<file path="config.mk">
export PLATFORM = sky130hd
export DESIGN_NAME = score_board_mux
export DESIGN_NICKNAME = d
export VERILOG_FILES = /design/src/rtl/score_pkg.sv /design/src/rtl/seg7_decode.sv /design/src/rtl/score_board_mux.sv
export SDC_FILE = /design/constraint.sdc
export NUM_CORES = 1
export LEC_CHECK = 0
export ABC_CLOCK_PERIOD_IN_PS = 4800
export CORE_MARGIN = 2
export CORE_UTILIZATION = 50
export CTS_CLUSTER_SIZE = 24
export DETAILED_ROUTE_END_ITERATION = 16
export PLACE_DENSITY = 0.74
export SLEW_MARGIN = 5
export SYNTH_ARGS = -nofsm -noshare
export SYNTH_HDL_FRONTEND = slang
export SYNTH_HIERARCHICAL = 1
export SYNTH_SLANG_ARGS = --single-unit
</file>
<file path="constraint.sdc">
create_clock -name clk -period 4.8 [get_ports clk]
set_clock_uncertainty 0.1 [all_clocks]
set_input_delay 0.48 -clock clk [delete_from_list [all_inputs] [get_ports clk]]
set_output_delay 0.48 -clock clk [all_outputs]
set_load 0.005 [all_outputs]
</file>
<file path="src/rtl/score_pkg.sv">
// rtl/score_pkg.sv - shared state type and active-low segment glyphs for the scoreboard
package score_pkg;

  typedef enum logic {
    PLAY = 1'b0,
    OVER = 1'b1
  } state_t;

  // Active-low glyphs, bit order {g,f,e,d,c,b,a}
  localparam logic [6:0] SEG_BLANK = 7'h7F;
  localparam logic [6:0] SEG_ZERO  = 7'h40;
  localparam logic [6:0] SEG_ONE   = 7'h79;
  localparam logic [6:0] SEG_TWO   = 7'h24;
  localparam logic [6:0] SEG_THREE = 7'h30;
  localparam logic [6:0] SEG_FOUR  = 7'h19;
  localparam logic [6:0] SEG_FIVE  = 7'h12;
  localparam logic [6:0] SEG_SIX   = 7'h02;
  localparam logic [6:0] SEG_SEVEN = 7'h78;
  localparam logic [6:0] SEG_EIGHT = 7'h00;
  localparam logic [6:0] SEG_NINE  = 7'h10;

endpackage

</file>
<file path="src/rtl/seg7_decode.sv">
// rtl/seg7_decode.sv - combinational BCD digit to active-low seven-segment pattern
module seg7_decode
  import score_pkg::*;
(
  input  logic [3:0] digit,
  output logic [6:0] seg
);

  // Non-BCD codes fall through to a blank digit
  always_comb begin
    seg = SEG_BLANK;
    case (digit)
      4'd0: seg = SEG_ZERO;
      4'd1: seg = SEG_ONE;
      4'd2: seg = SEG_TWO;
      4'd3: seg = SEG_THREE;
      4'd4: seg = SEG_FOUR;
      4'd5: seg = SEG_FIVE;
      4'd6: seg = SEG_SIX;
      4'd7: seg = SEG_SEVEN;
      4'd8: seg = SEG_EIGHT;
      4'd9: seg = SEG_NINE;
      default: seg = SEG_BLANK;
    endcase
  end

endmodule

</file>
<file path="src/rtl/score_board_mux.sv">
// rtl/score_board_mux.sv - N-digit saturating BCD scoreboard with lives, PLAY/OVER FSM and muxed display (option: SCORE_BOARD_ZERO_BLANK_EN)
module score_board_mux
  import score_pkg::*;
#(
  parameter int NUM_DIGITS = 4,
  parameter int SCAN_DIV   = 50000,
  parameter int LIVES      = 3
) (
  input  logic                    clk,
  input  logic                    rst,
  input  logic                    get,
  input  logic                    lose,
  input  logic                    restart,
  output logic [4*NUM_DIGITS-1:0] score_bcd,
  output logic [3:0]              lives,
  output logic                    game_over,
  output logic [NUM_DIGITS-1:0]   select,
  output logic [6:0]              seg
);

  localparam int CW = $clog2(SCAN_DIV);
  localparam int IW = $clog2(NUM_DIGITS);

  state_t                  state;
  logic                    get_d, lose_d;
  logic                    get_rise, lose_rise;
  logic [CW-1:0]           scan_cnt;
  logic [IW-1:0]           idx, idx_nxt;
  logic [4*NUM_DIGITS-1:0] score_inc;
  logic                    carry;
  logic                    all_nines;
  logic [3:0]              cur_digit;
  logic [6:0]              seg_dec, seg_nxt;

  assign get_rise  = get & ~get_d;
  assign lose_rise = lose & ~lose_d;

  // Ripple BCD increment; an all-9s score is held rather than wrapped
  always_comb begin
    score_inc = score_bcd;
    carry     = 1'b1;
    all_nines = 1'b1;
    for (int k = 0; k < NUM_DIGITS; k++) begin
      if (score_bcd[4*k +: 4] != 4'd9) all_nines = 1'b0;
      if (carry) begin
        if (score_bcd[4*k +: 4] == 4'd9) begin
          score_inc[4*k +: 4] = 4'd0;
        end else begin
          score_inc[4*k +: 4] = score_bcd[4*k +: 4] + 4'd1;
          carry = 1'b0;
        end
      end
    end
    if (all_nines) score_inc = score_bcd;
  end

  // Digit index that select/seg will show after this edge, so both move together
  always_comb begin
    idx_nxt = idx;
    if (scan_cnt == CW'(SCAN_DIV - 1)) begin
      idx_nxt = (idx == IW'(NUM_DIGITS - 1)) ? '0 : idx + 1'b1;
    end
  end

  assign cur_digit = score_bcd[{idx_nxt, 2'b00} +: 4];

  seg7_decode u_seg7_decode (
    .digit (cur_digit),
    .seg   (seg_dec)
  );

`ifdef SCORE_BOARD_ZERO_BLANK_EN
  logic lead_zero;

  // Blank a digit when it and everything more significant is zero; digit 0 always shows
  always_comb begin
    lead_zero = (idx_nxt != '0);
    for (int k = 0; k < NUM_DIGITS; k++) begin
      if ((IW'(k) >= idx_nxt) && (score_bcd[4*k +: 4] != 4'd0)) lead_zero = 1'b0;
    end
    seg_nxt = lead_zero ? SEG_BLANK : seg_dec;
  end
`else
  assign seg_nxt = seg_dec;
`endif

  // Edge history, game FSM, score/lives and display scan
  always_ff @(posedge clk or posedge rst) begin
    if (rst) begin
      get_d     <= 1'b0;
      lose_d    <= 1'b0;
      state     <= PLAY;
      score_bcd <= '0;
      lives     <= 4'(LIVES);
      game_over <= 1'b0;
      scan_cnt  <= '0;
      idx       <= '0;
      select    <= ~NUM_DIGITS'(1);
      seg       <= SEG_ZERO;
    end else begin
      get_d  <= get;
      lose_d <= lose;

      case (state)
        PLAY: begin
          if (lose_rise) begin
            lives <= lives - 4'd1;
            if (lives == 4'd1) begin
              state     <= OVER;
              game_over <= 1'b1;
            end
          end else if (get_rise) begin
            score_bcd <= score_inc;
          end
        end
        OVER: begin
          if (restart) begin
            state     <= PLAY;
            game_over <= 1'b0;
            score_bcd <= '0;
            lives     <= 4'(LIVES);
          end
        end
        default: state <= PLAY;
      endcase

      scan_cnt <= (scan_cnt == CW'(SCAN_DIV - 1)) ? '0 : scan_cnt + 1'b1;
      idx      <= idx_nxt;
      select   <= ~(NUM_DIGITS'(1) << idx_nxt);
      seg      <= seg_nxt;
    end
  end

endmodule
</file>
Word-level counts from Yosys, hierarchy flattened. Memory sizes are Yosys's and may differ from the RTL's. A register that Yosys moved wholly into a read port is not among the register bits. Index checks and enable logic that the tools add are counted.

Add/subtract/negate cells: 7. Multipliers: 0. Divide/modulo/power cells: 0. Magnitude comparators: 0. Equality and inequality tests: 20. Shift operators: 2. Muxes and demuxes: 35. Bitwise operators: 6. Reduce and logical (&&, ||, !) cells: 6.

Operators by type and width (count): 16-bit two-way mux (5); 4-bit two-way mux (9); 16-bit one-hot mux with 2 select lines (1); 2-bit inequality test (second input constant) (9); 16-bit by 1-bit adder with 16-bit output (second input constant) (1); 4-bit by 1-bit adder with 4-bit output (second input constant) (4); 16-bit == test (second input constant) (1); 4-bit == test (second input constant) (4); 4-bit inequality test (second input constant) (4); 16-bit by 5-bit variable part select with 4-bit output (1); 1-bit two-way mux (15); 5-bit AND reduction (3); 4-bit one-hot mux with 2 select lines (1); 4-bit by 1-bit == test with 1-bit output (second input constant) (1); 2-bit two-way mux (2); 4-bit inverter (1); 1-bit one-hot mux with 2 select lines (2); 4-bit AND reduction (1); 1-bit by 2-bit << shifter with 4-bit output (first input constant) (1); 4-bit by 1-bit subtractor with 4-bit output (second input constant) (1); 1-bit inverter (3); 3-bit AND reduction (1); 2-bit by 1-bit adder with 2-bit output (second input constant) (1); 1-bit AND (2); other kinds (2) (2).

Register bits: 46. Bits in latches: 0. Memory bits (writable): 0. Bits in read-only memories: 112. Input port bits: 5. Output and inout bits: 32. Logic and storage cells: 89. Memories kept: 1.

Memories: (name not given) (words 16, bits a word 7, rd ports 1, clocked after memory_dff 1, wr ports 0, RTL line seg7_decode.sv:12) `case (digit)`.

Longest topological paths before layout. Gate-level depths: netlist (run 1).

Word-level depth: 9. Mapped depth: 13. Depth with buffers taken out: 11.

By module. The synthesis (run 1) kept the hierarchy.

Modules (own cells, without submodules): score_board_mux (instances 1, cells an instance 251, area each 2615.0 um2, seq. area each 1333.8 um2); seg7_decode (instances 1, cells an instance 33, area each 210.2 um2, seq. area each 0.0 um2).

Worst setup path after synthesis (run 1). No wires, ideal clock.

Path kind: register to register. Start point: register scan_cnt[4]. End point: register seg[3]. Library setup time: 0.130 ns. Data arrival time: 2.924 ns. Required time: 4.570 ns. Slack: 1.646 ns. Cell stages (with the launch flop): 12. Buffers on the path: 1. Period minus slack after synthesis: 3.154 ns. Cell sequence: dfrtp_1 > or4b_4 > nor4_4 > mux2i_1 > buf_6 > a21oi_1 > a22oi_1 > inv_1 > ha_1 > or2_1 > a21oi_2 > a31oi_1.

Longest elaborated chain between the ends: 3.

Ends and longest elaborated chain: start: declaration (RTL line score_board_mux.sv:27) `logic [CW-1:0] scan_cnt;`; start signal: assignment (RTL line score_board_mux.sv:127) `scan_cnt <= (scan_cnt == CW'(SCAN_DIV - 1)) ? '0 : scan_cnt + 1'b1;`; 16-bit == test (RTL line score_board_mux.sv:60) `if (scan_cnt == CW'(SCAN_DIV - 1)) begin`; 2-bit two-way mux (RTL line score_board_mux.sv:60); 16-bit by 5-bit variable part select with 4-bit output (RTL line score_board_mux.sv:65) `assign cur_digit = score_bcd[{idx_nxt, 2'b00} +: 4];`; named net cur_digit[1] (RTL line score_board_mux.sv:32) `logic [3:0] cur_digit;`; end: declaration (RTL line score_board_mux.sv:18) `output logic [6:0] seg`.

The timed path passes the listed nets, and every way through them passes these cells. A chain may end at the register's enable or synchronous reset.

Worst setup path in the final report (run 1). Same ends and word-level chain as after synthesis.

==> flow_summary.html, run 1 <==
<table>
<tr><th>Metric</th><th>Value</th></tr>
<tr><th colspan="2">Status</th></tr>
<tr><td>Outcome</td><td>finished, final reports clean</td></tr>
<tr><th colspan="2">Yosys</th></tr>
<tr><td>Synth top area share</td><td>0.416</td></tr>
<tr><td>Most used standard cells in the synthesized netlist</td><td>47 x sky130_fd_sc_hd__dfrtp_1, 26 x sky130_fd_sc_hd__nor2_1, 25 x sky130_fd_sc_hd__nand2_1</td></tr>
<tr><td>Synth area leaders</td><td>sky130_fd_sc_hd__dfrtp_1 42%, sky130_fd_sc_hd__ha_1 6.6%, sky130_fd_sc_hd__dfstp_2 5.6%</td></tr>
<tr><td>Part of the Yosys area used for sequential elements</td><td>0.472</td></tr>
<tr><td>Cell type with the largest total area after synthesis</td><td>sky130_fd_sc_hd__dfrtp_1</td></tr>
<tr><td>Async set-reset flop share out of synthesis</td><td>1.00</td></tr>
<tr><td>Post-synth EDFFs</td><td>0</td></tr>
<tr><td>Mapped cell area</td><td>0.00283 mm2</td></tr>
<tr><td>Register bit total from synthesis</td><td>53</td></tr>
<tr><td>Most repeated cell in the gate-level netlist after synthesis</td><td>sky130_fd_sc_hd__dfrtp_1</td></tr>
<tr><td>Number of different library cells in the post-synthesis netlist</td><td>53</td></tr>
<tr><td>Count of warnings emitted by yosys</td><td>6</td></tr>
<tr><td>Synthesized instance count</td><td>284</td></tr>
<tr><td>Top FF cell, synth</td><td>sky130_fd_sc_hd__dfrtp_1</td></tr>
<tr><td>Avg Cell Area, Syn</td><td>9.95 um2</td></tr>
<tr><td>Number of nets in the synthesized netlist</td><td>304</td></tr>
<tr><th colspan="2">Detailed routing</th></tr>
<tr><td>Amount of wire on met2 after detailed routing</td><td>2.44 mm</td></tr>
<tr><td>Met3 routed wirelength</td><td>151 um</td></tr>
<tr><td>Count of unresolved DRC violations after routing</td><td>0</td></tr>
<tr><td>Drt pass-1 iters</td><td>4</td></tr>
<tr><td>Via-per-instance ratio</td><td>5.36</td></tr>
<tr><td>Vias after detailed routing</td><td>2108</td></tr>
<tr><td>Highest metal layer used by the detailed router</td><td>met4</td></tr>
<tr><td>Met1 wire length</td><td>2.65 mm</td></tr>
<tr><td>Post-Route WL</td><td>5.27 mm</td></tr>
<tr><td>Routed length per placed instance</td><td>13.4 um</td></tr>
<tr><td>Antenna viol nets, final</td><td>0</td></tr>
<tr><td>DR iter-0 viols</td><td>105</td></tr>
<tr><th colspan="2">Worst hold path</th></tr>
<tr><td>Path class of the lowest-slack min-delay path</td><td>flip-flop to flip-flop</td></tr>
<tr><th colspan="2">Cells and area</th></tr>
<tr><td>Diodes inserted</td><td>0</td></tr>
<tr><td>Final-stage net count</td><td>340</td></tr>
<tr><td>Multi-input gate area</td><td>0.00136 mm2</td></tr>
<tr><td>Non-filler instance count after layout</td><td>393</td></tr>
<tr><td>Synth-to-layout area growth</td><td>17.5%</td></tr>
<tr><td>Fin util</td><td>0.607</td></tr>
<tr><td>Storage cell area</td><td>0.00133 mm2</td></tr>
<tr><td>Number of fill cells</td><td>491</td></tr>
<tr><td>Share of layout cells above drive strength 1</td><td>0.0997</td></tr>
<tr><th colspan="2">Global routing</th></tr>
<tr><td>Overflow after GRT</td><td>0</td></tr>
<tr><td>Vias in the first global route</td><td>1902</td></tr>
<tr><td>Global-route usage over all layers</td><td>0.182</td></tr>
<tr><td>Global-route wire length before repair</td><td>9.10 mm</td></tr>
<tr><td>Largest net degree at the start of global routing</td><td>54</td></tr>
<tr><td>Antenna violations before repair</td><td>0</td></tr>
<tr><th colspan="2">Floorplanning</th></tr>
<tr><td>Effective utilization at floorplan</td><td>0.516</td></tr>
<tr><td>Die Outline Area</td><td>0.00627 mm2</td></tr>
<tr><td>Ports</td><td>37</td></tr>
<tr><td>Floorplan die height</td><td>79.2 um</td></tr>
<tr><td>Core region area</td><td>0.00547 mm2</td></tr>
<tr><td>Die Span X</td><td>79.2 um</td></tr>
<tr><td>Number of standard-cell rows in the floorplan</td><td>27</td></tr>
<tr><th colspan="2">Flow run</th></tr>
<tr><td>Max-cap viol count</td><td>0</td></tr>
<tr><th colspan="2">STA</th></tr>
<tr><td>Time the worst path needs with I/O delays and setup</td><td>3.61 ns</td></tr>
<tr><td>Share of the clock period used by the worst path</td><td>0.753</td></tr>
<tr><td>Setup repair after global routing missed its margin</td><td>false</td></tr>
<tr><td>Worst slew slack as a fraction of its limit</td><td>0.283</td></tr>
<tr><td>Final TNS setup</td><td>0 ns</td></tr>
<tr><td>Count of final setup violators</td><td>0</td></tr>
<tr><td>Fmax</td><td>277 MHz</td></tr>
<tr><td>Final-report hold violation count</td><td>0</td></tr>
<tr><td>Smallest setup slack after layout</td><td>1.19 ns</td></tr>
<tr><td>Transition time at the pin with the least slew margin</td><td>1.07 ns</td></tr>
<tr><td>Final slew viol count</td><td>0</td></tr>
<tr><th colspan="2">Placed design</th></tr>
<tr><td>Post-placement worst setup slack</td><td>1.20 ns</td></tr>
<tr><td>Count of buffers from port buffering</td><td>36</td></tr>
<tr><td>Placed cells</td><td>385</td></tr>
<tr><td>Routability cong.</td><td>0.804</td></tr>
<tr><td>Half-perimeter wire length after detailed placement</td><td>3.67 mm</td></tr>
<tr><th colspan="2">CTS</th></tr>
<tr><td>Number of H-tree levels</td><td>2</td></tr>
<tr><td>CTS resizes</td><td>0</td></tr>
<tr><td>Number of buffers added by the clock tree synthesis step</td><td>5</td></tr>
<tr><td>Clock-pin slew on the worst setup and hold paths</td><td>0.10 ns</td></tr>
<tr><td>Clk sinks</td><td>53</td></tr>
<tr><td>Worst-skew pair later-pin latency</td><td>0.30 ns</td></tr>
<tr><td>Setup Buffers After CTS</td><td>0</td></tr>
<tr><td>TritonCTS clock tree</td><td>done</td></tr>
<tr><td>Hold-fix buffers at CTS</td><td>0</td></tr>
<tr><td>Maximum clock path buffer count</td><td>2</td></tr>
<tr><td>Clock tree root buffer cell</td><td>sky130_fd_sc_hd__clkbuf_8</td></tr>
<tr><th colspan="2">Pwr</th></tr>
<tr><td>Peak ir drop on the vdd network</td><td>0.274 mV</td></tr>
<tr><td>Standby leakage power</td><td>1.46 nW</td></tr>
<tr><td>Pwr dens</td><td>394 mW/mm2</td></tr>
<tr><th colspan="2">Worst setup path</th></tr>
<tr><td>Data required, critical path</td><td>4.85 ns</td></tr>
<tr><td>CP startpoint kind</td><td>flip-flop</td></tr>
<tr><td>Classification of the worst setup path</td><td>flip-flop to flip-flop</td></tr>
<tr><td>Element type at the critical path end</td><td>flip-flop</td></tr>
<tr><td>CP Data Arrival Time</td><td>3.66 ns</td></tr>
<tr><td>Critical path peak fanout</td><td>15</td></tr>
</table>
placed cells by master (no fill, tap or decap), drive strengths merged, types with 8 or more instances in the layout:
cell type	netlist	layout
a21oi	12	12
nand2	25	25
clkdlybuf4s50	0	36
inv	17	17
nand3	13	13
ha	15	15
xor2	8	8
o21ai	21	21
nand2b	10	10
xnor2	8	8
nor2	26	26
dfrtp	47	47
worst max-delay path: stages, from the launching register on:
cell	delay (ns)
sky130_fd_sc_hd__dfrtp_1	0.41
sky130_fd_sc_hd__or4b_4	0.55
sky130_fd_sc_hd__nor4_4	0.57
sky130_fd_sc_hd__mux2i_1	0.27
sky130_fd_sc_hd__buf_4	0.22
sky130_fd_sc_hd__a21oi_1	0.09
sky130_fd_sc_hd__a22oi_1	0.42
sky130_fd_sc_hd__inv_1	0.16
sky130_fd_sc_hd__ha_1	0.20
sky130_fd_sc_hd__or2_1	0.23
sky130_fd_sc_hd__a21oi_2	0.15
sky130_fd_sc_hd__a31oi_1	0.06
registers in the layout, indices dropped and copies added (netlist names):
name and cells:
state 1, scan_cnt 16, idx 2, score_bcd 16, get_d 1, lives 4, seg 7, select 4
lose_d 1, game_over 1
path summary, 6_finish.rpt:
kind,from,to,slack [ns],cells after the start
worst max register to register,scan_cnt[4],seg[3],1.19,11
max in group asynchronous,rst,score_bcd[6],3.28,2
min in group asynchronous,rst,scan_cnt[11],0.66,2
worst min-delay path,scan_cnt[13],scan_cnt[13],0.40,1
worst max-delay path,scan_cnt[4],seg[3],1.19,11
worst min register to register,scan_cnt[13],scan_cnt[13],0.40,1
area by class of cell:
type                            count  share of cell area
Multi-Input combinational cell    204               0.410
Tap cell                           72              0.0271
Sequential cell                    53               0.402
Inverter                           17              0.0192
Timing Repair Buffer               39               0.115
Clock buffer                        6              0.0219
Clock inverter                      2             0.00452
power breakdown:
| group | switching (mW) | internal [mW] |
|---|---|---|
| logic | 0.205 | 0.234 |
| registers | 0.0948 | 0.525 |
| clock network | 0.147 | 0.103 |
| total | 0.446 | 0.863 |
kinds of logic after synthesis:
family,after synthesis,share of synthesized area
compound gates,55,0.121
xor+xnor,16,0.0496
fa+ha+maj,15,0.0664
buf+inv,27,0.0461
flops,53,0.472
mux,6,0.0213
simple gates,112,0.223
layer usage:
metal / up-vias / global-route usage
met5: - / 0
met4: 0 / 0.0466
met3: 2 / 0.0352
met2: 33 / 0.283
met1: 1008 / 0.263
li1: 1065 / -
through the flow:
stage | hold slack, ns | power [mW] | instance area (um2)
floorplan | 0.360 | 0.870 | 2830
global placement | 0.380 | 1.06 | 3230
detailed placement | 0.383 | 1.07 | 3230
CTS | 0.398 | 1.32 | 3320
global route | 0.422 | 1.41 | 3320
finish | 0.396 | 1.31 | 3320
Power figures use the tool's default switching activity.
==> inputs of run 2 (changes only) <==
ABC_CLOCK_PERIOD_IN_PS = 3180   (was 4800)
PLACE_DENSITY = 0.77   (was 0.74)
clock period = 3.18 ns   (was 4.8 ns; I/O delays follow)
==> run 2 against run 1 <==
  * Utilization is 2.9 points higher
  * Non-clock buffer count is 18 higher
  * Final cell count is 4.6% higher
  * Largest power group unchanged
  * Maximum frequency is 19% higher
  * Combinational power is 64% higher
  * Global-route usage is 0.83 points higher
  * Die area stayed put
  * Via count is 6.3% higher
  * Critical path depth stayed put
  * Power is 55% higher
==> flow_summary.html, run 2 (same netlist as run 1, synthesis figures left out) <==
<table>
<tr><th>Metric</th><th>Value</th></tr>
<tr><th colspan="2">Floorplanning</th></tr>
<tr><td>Effective utilization at floorplan</td><td>0.516 (unchanged)</td></tr>
<tr><td>Floorplan die height</td><td>79.2 um (unchanged)</td></tr>
<tr><td>Ports</td><td>37 (unchanged)</td></tr>
<tr><td>Core region area</td><td>0.00547 mm2 (unchanged)</td></tr>
<tr><td>Number of standard-cell rows in the floorplan</td><td>27 (unchanged)</td></tr>
<tr><td>Die Span X</td><td>79.2 um (unchanged)</td></tr>
<tr><td>Die Outline Area</td><td>0.00627 mm2 (unchanged)</td></tr>
<tr><th colspan="2">Cells and area</th></tr>
<tr><td>Leading registers by flop count</td><td>scan_cnt: 16 flops, score_bcd: 16 flops, seg: 7 flops</td></tr>
<tr><td>Area of all placed cells without fillers</td><td>0.00348 mm2 (+4.7%)</td></tr>
<tr><td>Leading cell type in the layout, fill and taps excluded</td><td>sky130_fd_sc_hd__dfrtp_1</td></tr>
<tr><td>Final-stage net count</td><td>358 (+5.3%)</td></tr>
<tr><td>Diodes inserted</td><td>0 (unchanged)</td></tr>
<tr><td>Commonest non-fill, non-tap cells in the layout</td><td>46 x sky130_fd_sc_hd__dfrtp_1, 36 x sky130_fd_sc_hd__clkdlybuf4s50_1, 26 x sky130_fd_sc_hd__nor2_1</td></tr>
<tr><td>Synth-to-layout area growth</td><td>23.0%</td></tr>
<tr><td>Share of layout cells above drive strength 1</td><td>0.159 (+0.0596)</td></tr>
<tr><th colspan="2">Pwr</th></tr>
<tr><td>Switching power total</td><td>0.673 mW (+51%)</td></tr>
<tr><td>Peak ir drop on the vdd network</td><td>0.373 mV (+36%)</td></tr>
<tr><td>Standby leakage power</td><td>1.55 nW (+6.5%)</td></tr>
<tr><td>Fraction of power consumed by combinational cells</td><td>0.353 (+0.018)</td></tr>
<tr><td>Sequential share of power</td><td>0.459 (-0.015)</td></tr>
<tr><td>Internal power summed over all cells</td><td>1.36 mW (+57%)</td></tr>
<tr><td>Clock power frac</td><td>0.187 (-0.004)</td></tr>
<tr><td>Switching part of the total</td><td>0.331 (-0.00950)</td></tr>
<tr><td>Pwr dens</td><td>584 mW/mm2 (+48%)</td></tr>
<tr><td>Total power draw</td><td>2.03 mW (+55%)</td></tr>
<tr><th colspan="2">Detailed routing</th></tr>
<tr><td>Vias after detailed routing</td><td>2240 (+6.3%)</td></tr>
<tr><td>Routed length per placed instance</td><td>13.7 um (+2.3%)</td></tr>
<tr><td>Count of unresolved DRC violations after routing</td><td>0 (unchanged)</td></tr>
<tr><td>DR iter-0 viols</td><td>112 (+6.7%)</td></tr>
<tr><td>Via-per-instance ratio</td><td>5.45 (+1.6%)</td></tr>
<tr><td>Antenna viol nets, final</td><td>0 (unchanged)</td></tr>
<tr><td>Drt pass-1 iters</td><td>4 (unchanged)</td></tr>
<tr><td>Post-Route WL</td><td>5.64 mm (+7.0%)</td></tr>
<tr><th colspan="2">CTS</th></tr>
<tr><td>Hold-fix buffers at CTS</td><td>0 (unchanged)</td></tr>
<tr><td>Clock tree root buffer cell</td><td>sky130_fd_sc_hd__clkbuf_8</td></tr>
<tr><td>TritonCTS clock tree</td><td>done</td></tr>
<tr><td>Maximum clock path buffer count</td><td>2 (unchanged)</td></tr>
<tr><td>Number of buffers added by the clock tree synthesis step</td><td>5 (unchanged)</td></tr>
<tr><td>Worst-skew pair later-pin latency</td><td>0.30 ns (about the same)</td></tr>
<tr><td>Clk sinks</td><td>53 (unchanged)</td></tr>
<tr><td>Clock-pin slew on the worst setup and hold paths</td><td>0.09 ns (about the same)</td></tr>
<tr><td>Number of H-tree levels</td><td>2 (unchanged)</td></tr>
<tr><th colspan="2">Placed design</th></tr>
<tr><td>Half-perimeter wire length after detailed placement</td><td>4.01 mm (+9.1%)</td></tr>
<tr><td>Total cell area at the placement stage</td><td>0.00331 mm2 (+2.3%)</td></tr>
<tr><td>Count of buffers from port buffering</td><td>36 (unchanged)</td></tr>
<tr><td>Post-placement worst setup slack</td><td>0.102 ns (-1.10 ns)</td></tr>
<tr><td>Routability cong.</td><td>0.782 (-2.7%)</td></tr>
<tr><th colspan="2">Worst setup path</th></tr>
<tr><td>CP startpoint kind</td><td>flip-flop</td></tr>
<tr><td>Classification of the worst setup path</td><td>flip-flop to flip-flop</td></tr>
<tr><td>Slowest library cell on the worst path</td><td>sky130_fd_sc_hd__or4bb_4</td></tr>
<tr><td>Critical path peak fanout</td><td>6 (-9)</td></tr>
<tr><td>Top delay family on crit path</td><td>simple AND/OR/NAND/NOR gates</td></tr>
<tr><td>CP Data Arrival Time</td><td>3.12 ns (-0.54 ns)</td></tr>
<tr><td>Buffer and inverter count on the worst path</td><td>2 (unchanged)</td></tr>
<tr><td>Element type at the critical path end</td><td>flip-flop</td></tr>
<tr><td>Data required, critical path</td><td>3.26 ns (-1.59 ns)</td></tr>
<tr><td>Delay contributed by the slowest stage of the critical path</td><td>0.56 ns (about the same)</td></tr>
<tr><td>Number of cells on the critical path</td><td>11 (unchanged)</td></tr>
<tr><td>Number of cells on the worst reg-to-reg path</td><td>11 (unchanged)</td></tr>
<tr><td>CP Cell Sequence</td><td>or4bb_4, nor4_4, mux2i_1, clkdlybuf4s15_2, nand2b_2, a22oi_2, inv_1, ha_1, or2_1, a21oi_2, a31oi_1</td></tr>
<tr><th colspan="2">STA</th></tr>
<tr><td>Smallest setup slack after layout</td><td>0.139 ns (-1.05 ns)</td></tr>
<tr><td>Count of final setup violators</td><td>0 (unchanged)</td></tr>
<tr><td>Final-report hold violation count</td><td>0 (unchanged)</td></tr>
<tr><td>Transition time at the pin with the least slew margin</td><td>0.888 ns (-0.186 ns)</td></tr>
<tr><td>Time the worst path needs with I/O delays and setup</td><td>3.04 ns (-0.572 ns)</td></tr>
<tr><td>Final TNS setup</td><td>0 ns (unchanged)</td></tr>
<tr><td>Share of the clock period used by the worst path</td><td>0.956 (+0.204)</td></tr>
<tr><td>Final slew viol count</td><td>0 (unchanged)</td></tr>
<tr><td>Fmax</td><td>329 MHz (+19%)</td></tr>
<tr><td>Setup repair after global routing missed its margin</td><td>false</td></tr>
<tr><td>Worst slew slack as a fraction of its limit</td><td>0.402 (+0.118)</td></tr>
<tr><th colspan="2">Global routing</th></tr>
<tr><td>Largest net degree at the start of global routing</td><td>36 (-33%)</td></tr>
<tr><td>Overflow after GRT</td><td>0 (unchanged)</td></tr>
<tr><td>Antenna violations before repair</td><td>0 (unchanged)</td></tr>
<tr><td>Global-route usage over all layers</td><td>0.191 (+0.00834)</td></tr>
<tr><td>Global-route wire length before repair</td><td>9.56 mm (+5.0%)</td></tr>
<tr><td>Vias in the first global route</td><td>2165 (+14%)</td></tr>
<tr><th colspan="2">Status</th></tr>
<tr><td>Outcome</td><td>finished, final reports clean</td></tr>
<tr><th colspan="2">Worst hold path</th></tr>
<tr><td>Path class of the lowest-slack min-delay path</td><td>primary input to async pin</td></tr>
<tr><th colspan="2">Flow run</th></tr>
<tr><td>Max-cap viol count</td><td>0 (unchanged)</td></tr>
</table>
run 2: cell count changes in the layout (fill, tap and decap cells not counted), moves of 2 or more:
cell | before | now
sky130_fd_sc_hd__a22oi_1 | 5 | 3
sky130_fd_sc_hd__a22oi_2 | 0 | 2
sky130_fd_sc_hd__buf_4 | 3 | 20
sky130_fd_sc_hd__clkinvlp_4 | 2 | 0
run 2: timing repair:
item                                    in CTS  in global routing
endpoints found under the setup margin       0                  4
resized for setup                            0                  5
buffers inserted                             0                  7
run 2: stage by stage:
stage	instances	hold WS, ns	utilization
6_report	411	0.332	0.635
3_5_place_dp	395	0.384	0.604
3_3_place_gp	395	0.383	0.604
5_1_grt	411	0.386	0.635
2_1_floorplan	284	0.249	-
4_1_cts	403	0.349	0.621
run 2: layer usage:
metal,global-route usage,wire (um),share of wire,up-vias
met3,0.0420,160,0.028,8
met1,0.251,2670,0.47,1099
met5,0,0,0,-
met2,0.311,2740,0.49,36
met4,0.0672,73,0.013,0
li1,-,-,-,1097
run 2: cell type report:
class	instances	area, um2
tap	72	90.1
fill	467	2000
timing repair buffer	57	522
sequential	53	1340
multi-input combinational	204	1380
clock buffer	8	90.1
inverter	17	63.8
run 2: power by group through the flow:
stage          logic, mW  registers, mW  clock network, mW
2_1_floorplan      0.401          0.912                  0
3_3_place_gp       0.689          0.940                  0
3_5_place_dp       0.714          0.940                  0
4_1_cts            0.720          0.930              0.394
5_1_grt            0.815          0.950              0.420
6_report           0.718          0.933              0.381
run 2: worst paths after layout:
check | slack [ns] | endpoint | start
min reg2reg | 0.40 | scan_cnt[13] | scan_cnt[13]
min | 0.33 | game_over | rst
min in group clk | 0.38 | lose_d | lose
max | 0.14 | seg[3] | scan_cnt[5]
max in group asynchronous | 2.04 | seg[0] | rst
max reg2reg | 0.14 | seg[3] | scan_cnt[5]
